`src/rtl/vga_frame_reader_pkg.sv`:
```
// Shared constants and types for the 640x480 VGA scan-out of the 320x240 frame buffer.
package vga_frame_reader_pkg;

  localparam int unsigned VGA_H_ACTIVE = 640;
  localparam int unsigned VGA_H_FP     = 16;
  localparam int unsigned VGA_H_SYNC   = 96;
  localparam int unsigned VGA_H_BP     = 48;
  localparam int unsigned VGA_V_ACTIVE = 480;
  localparam int unsigned VGA_V_FP     = 10;
  localparam int unsigned VGA_V_SYNC   = 2;
  localparam int unsigned VGA_V_BP     = 33;

  localparam int unsigned CNT_W  = 10;
  localparam int unsigned FB_W   = 320;
  localparam int unsigned FB_H   = 240;
  localparam int unsigned ADDR_W = 17;
  localparam int unsigned X_W    = 9;
  localparam int unsigned Y_W    = 8;
  localparam int unsigned RGB_W  = 12;
  localparam int unsigned BAR_PX = 80;

  typedef struct packed {
    logic [3:0] r;
    logic [3:0] g;
    logic [3:0] b;
  } rgb444_t;

  // Control bits that travel alongside the frame-buffer read.
  typedef struct packed {
    logic active;
    logic hs;
    logic vs;
    logic first;
  } vga_ctl_t;

  function automatic logic [2:0] bar_index(input logic [CNT_W-1:0] h);
    logic [2:0] idx;
    idx = 3'd0;
    for (int unsigned i = 1; i < 8; i++) begin
      if (h >= CNT_W'(i * BAR_PX)) idx = 3'(i);
    end
    return idx;
  endfunction

  function automatic rgb444_t bar_color(input logic [2:0] idx);
    rgb444_t c;
    case (idx)
      3'd0:    c = rgb444_t'(12'hFFF);
      3'd1:    c = rgb444_t'(12'hFF0);
      3'd2:    c = rgb444_t'(12'h0FF);
      3'd3:    c = rgb444_t'(12'h0F0);
      3'd4:    c = rgb444_t'(12'hF0F);
      3'd5:    c = rgb444_t'(12'hF00);
      3'd6:    c = rgb444_t'(12'h00F);
      default: c = rgb444_t'(12'h000);
    endcase
    return c;
  endfunction

endpackage

```
`src/rtl/vga_timing_gen.sv`:
```
// Horizontal/vertical scan counters with combinational active/hsync/vsync decode.
module vga_timing_gen
  import vga_frame_reader_pkg::*;
#(
  parameter int unsigned H_ACTIVE = VGA_H_ACTIVE,
  parameter int unsigned H_FP     = VGA_H_FP,
  parameter int unsigned H_SYNC   = VGA_H_SYNC,
  parameter int unsigned H_BP     = VGA_H_BP,
  parameter int unsigned V_ACTIVE = VGA_V_ACTIVE,
  parameter int unsigned V_FP     = VGA_V_FP,
  parameter int unsigned V_SYNC   = VGA_V_SYNC,
  parameter int unsigned V_BP     = VGA_V_BP
) (
  input  logic             clk,
  input  logic             rst_n,
  output logic [CNT_W-1:0] o_h_cnt,
  output logic [CNT_W-1:0] o_v_cnt,
  output logic             o_active_c,
  output logic             o_hs_c,
  output logic             o_vs_c
);

  localparam int unsigned H_TOTAL = H_ACTIVE + H_FP + H_SYNC + H_BP;
  localparam int unsigned V_TOTAL = V_ACTIVE + V_FP + V_SYNC + V_BP;

  logic [CNT_W-1:0] r_h_cnt;
  logic [CNT_W-1:0] r_v_cnt;

  always_ff @(posedge clk or negedge rst_n) begin
    if (!rst_n) begin
      r_h_cnt <= '0;
      r_v_cnt <= '0;
    end else if (r_h_cnt == CNT_W'(H_TOTAL - 1)) begin
      r_h_cnt <= '0;
      r_v_cnt <= (r_v_cnt == CNT_W'(V_TOTAL - 1)) ? '0 : r_v_cnt + CNT_W'(1);
    end else begin
      r_h_cnt <= r_h_cnt + CNT_W'(1);
    end
  end

  assign o_h_cnt    = r_h_cnt;
  assign o_v_cnt    = r_v_cnt;
  assign o_active_c = (r_h_cnt < CNT_W'(H_ACTIVE)) && (r_v_cnt < CNT_W'(V_ACTIVE));
  assign o_hs_c     = (r_h_cnt >= CNT_W'(H_ACTIVE + H_FP)) &&
                      (r_h_cnt <  CNT_W'(H_ACTIVE + H_FP + H_SYNC));
  assign o_vs_c     = (r_v_cnt >= CNT_W'(V_ACTIVE + V_FP)) &&
                      (r_v_cnt <  CNT_W'(V_ACTIVE + V_FP + V_SYNC));

endmodule

```
`src/rtl/vga_frame_reader.sv`:
```
// VGA scan-out: 2x-replicated frame-buffer addressing plus sync/blank realignment.
// Optional colour-bar generator enabled by VGA_FRAME_READER_TEST_PATTERN_EN.
module vga_frame_reader
  import vga_frame_reader_pkg::*;
#(
  parameter int unsigned H_ACTIVE = VGA_H_ACTIVE,
  parameter int unsigned H_FP     = VGA_H_FP,
  parameter int unsigned H_SYNC   = VGA_H_SYNC,
  parameter int unsigned H_BP     = VGA_H_BP,
  parameter int unsigned V_ACTIVE = VGA_V_ACTIVE,
  parameter int unsigned V_FP     = VGA_V_FP,
  parameter int unsigned V_SYNC   = VGA_V_SYNC,
  parameter int unsigned V_BP     = VGA_V_BP,
  parameter int unsigned RD_LAT   = 2
) (
  input  logic              clk,
  input  logic              rst_n,
  input  logic [RGB_W-1:0]  i_fb_rdata,
  input  logic              i_pattern_sel,
  output logic [ADDR_W-1:0] o_pixel_addr,
  output logic              o_addr_valid,
  output logic [RGB_W-1:0]  o_pixel_out,
  output logic              o_de,
  output logic              o_hsync_n,
  output logic              o_vsync_n,
  output logic              o_vsync,
  output logic              o_frame_start
);

  localparam int unsigned PIPE_D = RD_LAT + 2;

  logic [CNT_W-1:0]  w_h_cnt;
  logic [CNT_W-1:0]  w_v_cnt;
  logic              w_active;
  logic              w_hs;
  logic              w_vs;
  vga_ctl_t          w_ctl;
  rgb444_t           w_pix_next;

  logic [ADDR_W-1:0] r_pixel_addr;
  logic              r_addr_valid;
  rgb444_t           r_pixel_out;
  vga_ctl_t          r_pipe [PIPE_D];

  vga_timing_gen #(
    .H_ACTIVE(H_ACTIVE), .H_FP(H_FP), .H_SYNC(H_SYNC), .H_BP(H_BP),
    .V_ACTIVE(V_ACTIVE), .V_FP(V_FP), .V_SYNC(V_SYNC), .V_BP(V_BP)
  ) u_timing (
    .clk        (clk),
    .rst_n      (rst_n),
    .o_h_cnt    (w_h_cnt),
    .o_v_cnt    (w_v_cnt),
    .o_active_c (w_active),
    .o_hs_c     (w_hs),
    .o_vs_c     (w_vs)
  );

  always_comb begin
    w_ctl        = '0;
    w_ctl.active = w_active;
    w_ctl.hs     = w_hs;
    w_ctl.vs     = w_vs;
    w_ctl.first  = w_active && (w_h_cnt == '0) && (w_v_cnt == '0);
  end

  // Halving both counters replicates each source pixel 2x2 on screen.
  always_ff @(posedge clk or negedge rst_n) begin
    if (!rst_n) begin
      r_pixel_addr <= '0;
      r_addr_valid <= 1'b0;
    end else begin
      r_addr_valid <= w_active;
      r_pixel_addr <= w_active ? {w_v_cnt[Y_W:1], w_h_cnt[X_W:1]} : '0;
    end
  end

  // Control delay matches address register + read latency + output register.
  always_ff @(posedge clk or negedge rst_n) begin
    if (!rst_n) begin
      for (int i = 0; i < int'(PIPE_D); i++) r_pipe[i] <= '0;
    end else begin
      r_pipe[0] <= w_ctl;
      for (int i = 1; i < int'(PIPE_D); i++) r_pipe[i] <= r_pipe[i-1];
    end
  end

`ifdef VGA_FRAME_READER_TEST_PATTERN_EN
  logic [2:0] r_bar_pipe [PIPE_D];
  logic       w_unused;

  always_ff @(posedge clk or negedge rst_n) begin
    if (!rst_n) begin
      for (int i = 0; i < int'(PIPE_D); i++) r_bar_pipe[i] <= '0;
    end else begin
      r_bar_pipe[0] <= bar_index(w_h_cnt);
      for (int i = 1; i < int'(PIPE_D); i++) r_bar_pipe[i] <= r_bar_pipe[i-1];
    end
  end

  assign w_unused = ^{w_h_cnt[0], w_v_cnt[0], w_v_cnt[CNT_W-1], r_bar_pipe[PIPE_D-1]};

  always_comb begin
    w_pix_next = '0;
    if (r_pipe[PIPE_D-2].active) begin
      w_pix_next = i_pattern_sel ? bar_color(r_bar_pipe[PIPE_D-2]) : rgb444_t'(i_fb_rdata);
    end
  end
`else
  logic w_unused;
  assign w_unused = ^{w_h_cnt[0], w_v_cnt[0], w_v_cnt[CNT_W-1], i_pattern_sel};

  // Blanking is forced here rather than trusting RAM contents.
  always_comb begin
    w_pix_next = '0;
    if (r_pipe[PIPE_D-2].active) w_pix_next = rgb444_t'(i_fb_rdata);
  end
`endif

  always_ff @(posedge clk or negedge rst_n) begin
    if (!rst_n) r_pixel_out <= '0;
    else        r_pixel_out <= w_pix_next;
  end

  assign o_pixel_addr  = r_pixel_addr;
  assign o_addr_valid  = r_addr_valid;
  assign o_pixel_out   = r_pixel_out;
  assign o_de          = r_pipe[PIPE_D-1].active;
  assign o_hsync_n     = ~r_pipe[PIPE_D-1].hs;
  assign o_vsync_n     = ~r_pipe[PIPE_D-1].vs;
  assign o_vsync       = r_pipe[PIPE_D-1].vs;
  assign o_frame_start = r_pipe[PIPE_D-1].first;

endmodule
```
`config.mk`:
```
export PLATFORM = sky130hd
export DESIGN_NAME = vga_frame_reader
export DESIGN_NICKNAME = d
export VERILOG_FILES = /design/src/rtl/vga_frame_reader_pkg.sv /design/src/rtl/vga_timing_gen.sv /design/src/rtl/vga_frame_reader.sv
export SDC_FILE = /design/constraint.sdc
export NUM_CORES = 1
export LEC_CHECK = 0
export ABC_CLOCK_PERIOD_IN_PS = 2300
export CAP_MARGIN = 20
export CORE_ASPECT_RATIO = 2
export CORE_MARGIN = 2
export CORE_UTILIZATION = 45
export CTS_CLUSTER_SIZE = 16
export DETAILED_ROUTE_END_ITERATION = 16
export PLACE_DENSITY = 0.72
export SLEW_MARGIN = 20
export SYNTH_ARGS = -nofsm -noshare
export SYNTH_HDL_FRONTEND = slang
export SYNTH_SLANG_ARGS = --single-unit
```
`constraint.sdc`:
```
create_clock -name clk -period 2.3 [get_ports clk]
set_input_delay 0.46 -clock clk [delete_from_list [all_inputs] [get_ports clk]]
set_output_delay 0.46 -clock clk [all_outputs]
set_load 0.03 [all_outputs]
```
* After elaboration in Yosys (flattened, before gate mapping)
Index checks and enable logic that the tools add are counted.
** Cells by class
- Equality and inequality tests :: 2
- Multiplexer cells :: 4
- Reduce and logical (&&, ||, !) cells :: 7
- Bitwise gates (word level) :: 2
- Add/sub/neg operators :: 2
- Order comparisons :: 6
** Operators with widths (number)
- $add A10 B1 Y10 const B :: 2
- $eq A10 B10 Y1 const B :: 2
- $logic_not A10 Y1 :: 2
- $lt A10 B10 Y1 const B :: 2
- $lt A10 B9 Y1 const B :: 2
- $mux W10 :: 2
- $mux W17 :: 1
- $mux W12 :: 1
- $ge A10 B10 Y1 const B :: 1
- $ge A10 B9 Y1 const B :: 1
- $logic_and A1 B1 Y1 :: 5
- $not A1 Y1 :: 2
** Word-level totals
- Input port bits :: 15
- Bits in registers :: 65
- Output and inout bits :: 35

* Logic depth before layout (Yosys ltp)
- Depth in word-level cells :: 4
- Gate-level depth with buffers :: 6

* Hierarchy
From an unflattened synthesis, not the netlist that was laid out.
** Second synthesis, totals
- Cell total of the unflattened synthesis :: 188
- Area, all modules :: 2456.1 um^2
** Modules (own cells, without submodules)
- vga_frame_reader :: instances 1, cells each 87, area an instance 1380.1 um^2, seq. area each 1126.1 um^2
- vga_timing_gen :: instances 1, cells each 101, area an instance 1076.0 um^2, seq. area each 500.5 um^2

* Worst setup path before layout
OpenSTA, ideal clock, no wires.
- Path kind :: reg2reg
- From :: register u_timing.r_h_cnt[6] (netlist: u_timing.o_h_cnt[6])
- To :: register u_timing.r_v_cnt[9] (netlist: u_timing.o_v_cnt[9])
- Library setup time :: 87 ps
- Cell stages (with the launch flop) :: 6
- Data required time :: 2213 ps
- Data arrival time :: 1906 ps
- Path slack :: 307 ps
- Cell sequence :: dfrtp_1 > or3_4 > or3_1 > buf_2 > or4_1 > a22oi_1
** Between the ends
- Word-level cells in the longest chain between the ends :: 1
** Ends and longest elaborated chain
- start: declaration :: line vga_timing_gen.sv:26 : logic [CNT_W-1:0] r_h_cnt;
- start signal: assignment :: line vga_timing_gen.sv:37 : r_h_cnt <= r_h_cnt + CNT_W'(1);
- $eq A10 B10 Y1 :: line vga_timing_gen.sv:33 : end else if (r_h_cnt == CNT_W'(H_TOTAL - 1)) begin
- end signal: assignment :: line vga_timing_gen.sv:35 : r_v_cnt <= (r_v_cnt == CNT_W'(V_TOTAL - 1)) ? '0 : r_v_cnt + CNT_W'(1);
- end: declaration :: line vga_timing_gen.sv:27 : logic [CNT_W-1:0] r_v_cnt;
No other way between the ends.
A chain may end at the register's enable or synchronous reset.

* Worst setup path in the final report
- From :: register u_timing.r_h_cnt[0] (netlist: u_timing.o_h_cnt[0])
- To :: register u_timing.r_v_cnt[9] (netlist: u_timing.o_v_cnt[9])
Same word-level chain as after synthesis.

==> results.cfg <==
[power]
ir_drop_uv = 664
swShare_pct = 20.4
power_frac_seq_pct = 52.7
intPower_uw = 1750
p_comb_share_pct = 4.4
p_switching_uw = 447
power_leakage_uw = 0.00146
p_per_area_mw_per_mm2 = 695
power_frac_clock_pct = 42.9

[sta]
grt_setup_unrepaired = false
min_period_ps = 2120
worst-slew-pin-transition_ps = 589
hold_viol_final = 0
skew_ps = 4.09
worst_slack_ps = 177
fin_tns_setup_ps = 0
period_share_pct = 92.3
max_slew_margin_pct = 60.4
max_freq_mhz = 471
setup_violations = 0
slew_violations = 0

[drt]
drt-initial-drc-count = 37
antenna_left = 0
via_per_inst = 5.14
drt-pass1-iter-count = 4
wl_per_cell_um = 14.1
dr_total_vias = 1593
drcViolationCount = 0
wirelength_mm = 4.37

[setup_path]
rr_startpoint = u_timing.o_h_cnt[0]$_DFF_PN0_
crit_path_start_kind = flop
critical_path_arrival_ps = 2380
cpLargestDelayFamily = simple AND/OR/NAND/NOR gates
crit_type = reg -> reg
reg2reg_slack_ps = 180
crit_slowest_cell = or3_1
cp_cell_sequence = ha_1, nand4_1, or3_1, or4_1, a22oi_1
cpPeakStageDelay_ps = 530
cp_max_fo = 7
crit_buf_inv = 0
reg2regPathDepth = 5
worstReg2RegEnd = u_timing.o_v_cnt[9]$_DFFE_PN0N_
worstPathRequired_ps = 2550
crit_path_end_kind = flop

[yosys]
synth_edf_count = 0
syn-cell-area_mm2 = 0.00240
ys_top_cells_by_count = 65 x dfrtp_1, 29 x and2_1, 10 x nand2_1
postSynthCellCount = 191
synth_top_area_share_pct = 67.8
syn_area_per_cell_um2 = 12.6
synth_cell_types = 32
syn_nets = 210
synth.area.top_cells = dfrtp_1 68%, and2_1 7.6%, xor2_1 2.6%, ha_1 2.1%, nand2_1 1.6%
yosys.area.top_type = dfrtp_1
seq_area_frac_synth_pct = 67.8
synth-async-reset-ratio_pct = 100
ys_ff_latch = 65
synthFlopType = dfrtp_1
yosysMostFrequentCell = dfrtp_1
yosys_warnings = 0

[final_layout]
multi_input_area_um2 = 721
nets = 267
antennaDiodeCount = 0
fillerInstances = 408
final_area_mm2 = 0.00316
regArea_mm2 = 0.00163
drive_gt1_share_pct = 9.92
areaGrowthSynthToFinish_pct = 31.8

[floorplan]
die_height_um = 107
num_rows = 37
io_pins = 50
core_region_area_mm2 = 0.00514
die_x_um = 55.6
dieArea_mm2 = 0.00596
initial_core_util_pct = 46.7

[grt]
grt_remaining_overflow = 0
grt_pass1_vias = 1560
antenna_found_initial = 0
grt_pass1_wl_mm = 7.47
grt_max_degree = 66
grt_usage_pct = 16.9

[clock_network]
h-tree-depth = 3
cts-resized-gates = 0
cts-root-buf = clkbuf_8
path_clk_slew_ps = 60
cts_buffer_depth = 2
cts_tree = built
numCtsBuffers = 9
clock_latency_ps = 340
numClockSinks = 65
holdBufCountCts = 0
cts_setup_buffers = 0

[placement]
dp_slack_ps = 193
io_buffers = 48
postPlaceCellArea_mm2 = 0.00296
dp_hpwl_mm = 3.04
place.gp.congestion = 0.830

[status]
status = finished, final reports clean

[flow_run]
max-cap-violations = 0

[min_path]
hp-class = in -> async
==> stage by stage <==
step / power [µW] / utilization (%) / std cells / hold slack [ps]
after floorplan: 1210 / - / 191 / 164
after global placement: 1280 / 57.7 / 295 / 332
after detailed placement: 1280 / 57.7 / 295 / 336
after CTS: 2230 / 61.5 / 310 / 129
after global routing: 2280 / 61.5 / 310 / 149
final: 2200 / 61.5 / 310 / 111
==> kinds of logic (layout without fill, tap and decap cells) <==
logic type               after synthesis  count (layout)  synth area share (%)
AND/OR/NAND/NOR                       84              84                  20.3
flip-flops                            65              65                  67.8
AO/OA/AOI/OAI                         14              14                  3.65
buffers and inverters                 13              74                  2.09
XOR/XNOR                              11              11                  4.02
adder cells (fa/ha/maj)                4               4                  2.09
==> cell usage in the layout, fill, tap and decap left out, drive strengths merged <==
master         instances
dfrtp                 65
a21oi                  2
and3b                  1
nor2b                  1
nor4                   6
xnor2                  4
nand2b                 1
o21ba                  1
xor2                   7
nand2                 10
clkinv                 2
nand4                  5
o21ai                  6
clkbuf                12
nor3                   3
nand3b                 1
inv                    7
nor2                   7
and3                   7
o21a                   1
and2                  31
bufinv                 1
a41oi                  1
clkdlybuf4s50         47
a22oi                  1
ha                     4
nand3                  7
buf                    5
or4                    2
or3                    2
o31ai                  1
a31oi                  1
==> final cells by class <==
cell class                      count  share of cell area [%]
Sequential cell                    65                    51.5
Multi-Input combinational cell    113                    22.8
Tap cell                           58                    2.30
Timing Repair Buffer               52                    16.4
Clock inverter                      3                    1.27
Inverter                            7                   0.832
Clock buffer                       12                    4.91
==> state kept, by name, indices dropped and copies added (netlist names) <==
signal and count:
u_timing.o_h_cnt 10, o_de 1, o_frame_start 1, o_pixel_addr 17, o_vsync 1, o_pixel_out 12
u_timing.o_v_cnt 10, r_pipe 13
==> power groups by stage <==
stage | clock (µW) | sequential [µW] | combinational (µW)
6_report | 943 | 1160 | 96.7
5_1_grt | 1020 | 1160 | 106
4_1_cts | 969 | 1160 | 99.7
3_5_place_dp | 0 | 1180 | 99.2
3_3_place_gp | 0 | 1180 | 98.3
2_1_floorplan | 0 | 1200 | 7.12
==> layer usage <==
layer | share of wire [%] | routed length [µm] | vias to the layer above | track usage (%)
met5 | 0 | 0 | - | 0
met4 | 3.6 | 157 | 0 | 11.1
met3 | 5.3 | 230 | 13 | 6.03
met2 | 54 | 2360 | 48 | 28.3
met1 | 37 | 1630 | 781 | 17.4
li1 | - | - | 751 | -
==> worst max-delay path by stage <==
stage | endpoint | start | cells past startpoint
6_report | u_timing.o_v_cnt[9]$_DFFE_PN0N_ | u_timing.o_h_cnt[0]$_DFF_PN0_ | 5
4_1_cts | u_timing.o_v_cnt[9]$_DFFE_PN0N_ | u_timing.o_h_cnt[0]$_DFF_PN0_ | 5
3_3_place_gp | u_timing.o_v_cnt[9]$_DFFE_PN0N_ | u_timing.o_h_cnt[1]$_DFF_PN0_ | 5
2_1_floorplan | u_timing.o_v_cnt[9]$_DFFE_PN0N_ | u_timing.o_h_cnt[6]$_DFF_PN0_ | 5
5_1_grt | u_timing.o_v_cnt[9]$_DFFE_PN0N_ | u_timing.o_h_cnt[0]$_DFF_PN0_ | 5
3_5_place_dp | u_timing.o_v_cnt[9]$_DFFE_PN0N_ | u_timing.o_h_cnt[0]$_DFF_PN0_ | 5
Power figures use the tool's default switching activity.
